## src/rtl/regfile_write_arbiter.sv

```systemverilog
// regfile_write_arbiter: round-robin arbitration of two writeback requesters onto one
// register file write port, with a zeroing sweep after reset or on request.
module regfile_write_arbiter #(
  parameter int REG_NUM  = 32,
  parameter int REG_SIZE = 32,
  localparam int AW      = $clog2(REG_NUM)
) (
  input  logic                clk,
  input  logic                rst,
  input  logic                a_valid,
  input  logic [AW-1:0]       a_reg,
  input  logic [REG_SIZE-1:0] a_data,
  output logic                a_ready,
  input  logic                b_valid,
  input  logic [AW-1:0]       b_reg,
  input  logic [REG_SIZE-1:0] b_data,
  output logic                b_ready,
  input  logic                clear_req,
  output logic                busy,
  output logic                reg_write,
  output logic [AW-1:0]       write_reg,
  output logic [REG_SIZE-1:0] write_data
);
  typedef enum logic {CLEAR, RUN} state_t;
  state_t        state, state_next;
  logic [AW-1:0] cnt, cnt_next;
  logic          rr, rr_next;
  logic          last;
  logic          a_wr, b_wr;
  assign last = cnt == AW'(REG_NUM - 1);
  // rr=0 favours A, rr=1 favours B when both request
  always_comb begin
    state_next = state;
    cnt_next   = cnt;
    rr_next    = rr;
    busy       = state == CLEAR;
    a_ready    = 1'b0;
    b_ready    = 1'b0;
    if (state == CLEAR) begin
      cnt_next   = last ? '0 : cnt + 1'b1;
      state_next = last ? RUN : CLEAR;
    end else if (clear_req) begin
      cnt_next   = '0;
      state_next = CLEAR;
    end else begin
      a_ready = a_valid & (~b_valid | ~rr);
      b_ready = b_valid & (~a_valid | rr);
      rr_next = (a_valid & b_valid) ? ~rr : rr;
    end
  end
  // writes to register 0 are accepted but never reach the register file
  assign a_wr = a_ready & (|a_reg);
  assign b_wr = b_ready & (|b_reg);
  always_ff @(posedge clk or negedge rst) begin
    if (!rst) begin
      state      <= CLEAR;
      cnt        <= '0;
      rr         <= 1'b0;
      reg_write  <= 1'b0;
      write_reg  <= '0;
      write_data <= '0;
    end else begin
      state     <= state_next;
      cnt       <= cnt_next;
      rr        <= rr_next;
      reg_write <= busy | a_wr | b_wr;
      if (busy) begin
        write_reg  <= cnt;
        write_data <= '0;
      end else if (a_wr) begin
        write_reg  <= a_reg;
        write_data <= a_data;
      end else if (b_wr) begin
        write_reg  <= b_reg;
        write_data <= b_data;
      end
    end
  end
endmodule

```

## config.mk

```make
export PLATFORM = sky130hd
export DESIGN_NAME = regfile_write_arbiter
export DESIGN_NICKNAME = d
export VERILOG_FILES = /design/src/rtl/regfile_write_arbiter.sv
export SDC_FILE = /design/constraint.sdc
export NUM_CORES = 1
export LEC_CHECK = 0
export BUFFER_PORTS_ARGS = -buffer_cell sky130_fd_sc_hd__clkbuf_2
export CAP_MARGIN = 30
export CORE_MARGIN = 2
export CORE_UTILIZATION = 48
export DETAILED_ROUTE_END_ITERATION = 7
export HOLD_SLACK_MARGIN = 0.08
export PLACE_DENSITY = 0.85
export SYNTH_ARGS = -nofsm -noshare
export SYNTH_HDL_FRONTEND = slang
export SYNTH_SLANG_ARGS = --single-unit
```

## constraint.sdc

```tcl
create_clock -name clk -period 4.48 [get_ports clk]
set_input_delay 0.448 -clock clk [delete_from_list [all_inputs] [get_ports clk]]
set_output_delay 0.448 -clock clk [all_outputs]
set_load 0.03 [all_outputs]
```

==> results.tsv <==
stage	metric	value	unit
floorplan	fp.dieH	72.0	um
global_route	grt_pass1_wl	8150	um
cells_and_area	mostFrequentLayoutCells	119 x clkbuf_2, 45 x dfrtp_1, 43 x nand2_1, 33 x o31ai_1, 32 x mux2i_1	
clock_network	clk_path_buf_depth	2	
cells_and_area	areaGrowthSynthToFinish	34.0	%
synth	synth_nets	286	
floorplan	io_pins	120	
setup_path	cp_data_required_time	4670	ps
pwr	seqPwrFrac	0.431	
clock_network	clock_latency	290	ps
clock_network	cts_hold_buf	0	
setup_path	endpoint_kind	register	
global_route	grt_use_total	0.200	
cells_and_area	fill_cells	364	
setup_path	r2r-start	state	
timing	rsz0062_at_grt	false	
run_status	status	completed	
timing	timing.hold.ws	151	ps
timing	relSlewSlack	0.569	
synth	netlist.area_leader.share	0.507	
place	portBuffers	119	
cells_and_area	largest_reg_flops	32	
clock_network	path_clk_slew	80	ps
clock_network	cts_buffers	5	
setup_path	rr_endpoint	write_data[18]	
place	globalplace.congestion	0.832	
floorplan	fp-row-count	24	
cells_and_area	stdcell_count	371	
pwr	power	1.24	mW
route	post_drt_via_cell_ratio	5.34	
setup_path	crit_type	register to register	
place	post-dp-hpwl	3730	um
pwr	swShare	0.338	
pwr	internal_power	0.820	mW
synth	yosys_warnings	0	
timing	finalCritPeriodShare	0.577	
timing	fmax	0.387	GHz
timing	skew	3.61	ps
global_route	grt_pass1_vias	1889	
setup_path	r2r_slack	1900	ps
cells_and_area	final_cell_area	0.00298	sq mm
clock_network	clock-sinks	45	
global_route	grt_start_max_net_pins	71	
setup_path	path_cells	nor2b_1 -> and3_1 -> nand2_2 -> buf_16 -> mux2i_1 -> o31ai_1	
synth	ys_seq_area_frac	0.507	
route	first_pass_iters	4	
synth	synth_top_area_cell	dfrtp_1	
global_route	grt_remaining_overflow	0	
synth	synth_area_leaders	dfrtp_1 51%, mux2i_1 14%, o31ai_1 11%	
timing	setup_viol	0	
clock_network	cts-htree-levels	2	
floorplan	start_util	0.503	
setup_path	reg2reg_depth	6	
synth	async_flop_share	1.00	
cells_and_area	fin_nets	399	
route	wl	5050	um
route	wl_per_cell	13.6	um
route	first_iter_violations	133	
timing	slew_viol_final	0	
place	place_area	0.00283	sq mm
synth	syn_inst	205	
timing	fin_crit	2580	ps
clock_network	cts_tree	done	
pwr	p_per_area	417	mW/mm^2
floorplan	die-width	72.0	um
hold_path	worstHoldPathType	input port to asynchronous set/reset pin	
job	max-cap-violations	0	
pwr	total_leakage_power	1.75	nW
route	final_antenna_net_count	0	
pwr	p_comb_frac	0.318	
setup_path	cp.arrival	2780	ps
synth	yosys_most_used_dff	dfrtp_1	
cells_and_area	final_common_cell	clkbuf_2	
synth	synth_area	0.00222	sq mm
pwr	netSwitchingPower	0.420	mW
pwr	peakVddDrop	222	uV
route	num_vias	1982	
route	drc_errors	0	
timing	setup_tns	0	ps
setup_path	critPathMaxStageDelay	500	ps
setup_path	cp-start-kind	register	
synth	syn_area_per_cell	10.8	sq um
clock_network	clockRootBuffer	clkbuf_8	
cells_and_area	drive_gt1_frac	0.420	
clock_network	post_cts_buffers	0	
floorplan	coreArea	0.00441	sq mm
synth	ys_ff_latch	45	
place	placedCellCount	362	
cells_and_area	antenna_cells	0	
setup_path	cp_max_fo	18	
timing	final_hold_viol_count	0	
pwr	p_clk_frac	0.251	
floorplan	die_area	0.00519	sq mm
global_route	antenna_found_initial	0	
timing	worst_slew_pin_slew	647	ps
synth	synth-edff-count	0	
synth	synth_cell_types	28	
clock_network	cts_resized	0	
setup_path	crit_slowest_cell	nor2b_1	
## power groups by stage
stage | Combinational (mW) | Clock, mW | Sequential, mW
floorplan | 0.192 | 0 | 0.612
global placement | 0.384 | 0 | 0.538
finish | 0.394 | 0.311 | 0.535
global route | 0.430 | 0.335 | 0.544
CTS | 0.396 | 0.320 | 0.534
detailed placement | 0.395 | 0 | 0.540
## cell families after synthesis
| logic type | Yosys count | share of synthesized area |
|---|---|---|
| DFF | 45 | 0.507 |
| and+or+nand+nor | 57 | 0.105 |
| muxes | 33 | 0.149 |
| adders and majority gates | 2 | 0.0113 |
| buffers and inverters | 19 | 0.0450 |
| AOI/OAI and AO/OA | 46 | 0.171 |
| xor gates and xnor gates | 3 | 0.0118 |
## worst max path at each step
stage	slack, ps	end	from
5_1_grt	1730	write_data[21]	state
4_1_cts	1690	write_reg[4]	state
6_report	1900	write_data[18]	state
2_1_floorplan	2640	write_reg[3]	state
3_3_place_gp	1770	write_reg[4]	clear_req
3_5_place_dp	1640	write_reg[4]	clear_req
## metrics by stage
step	setup WS (ps)	utilization
after floorplan	2640	-
after global routing	1730	0.674
after detailed placement	1640	0.642
after global placement	1770	0.635
after CTS	1690	0.668
final	1900	0.674
## layer usage
layer,GRT usage,vias up,part of all wire
li1,-,969,-
met1,0.231,919,0.42
met2,0.363,87,0.49
met3,0.0361,7,0.069
met4,0.0860,0,0.015
met5,0,-,0
## layout make-up
class | count | area [sq um] | area share
repair buffers | 123 | 666 | 0.224
multi-input cells | 141 | 996 | 0.335
inverters | 2 | 7.51 | 0.00252
flip-flops and latches | 45 | 1130 | 0.378
well taps | 52 | 65.1 | 0.0219
clock buffers | 7 | 86.3 | 0.0290
clock inverters | 1 | 30.0 | 0.0101
## synthesized netlist by cell type, drive strengths merged (2+ instances only)
master,number
nand3,2
o31ai,33
dfrtp,45
nor3,2
and3,3
nand2,44
a22o,4
clkbuf,4
a222oi,3
buf,13
mux2i,32
nor2,4
xnor2,2
ha,2
a221oi,2
## worst max-delay path, delay by kind of cell (launching register included)
family                 cells  cell delay, ps
buffers and inverters      1             310
DFF                        1             430
and+or+nand+nor            3            1390
AOI/OAI and AO/OA          1             220
muxes                      1             130
(Power assumes the default switching activity.)
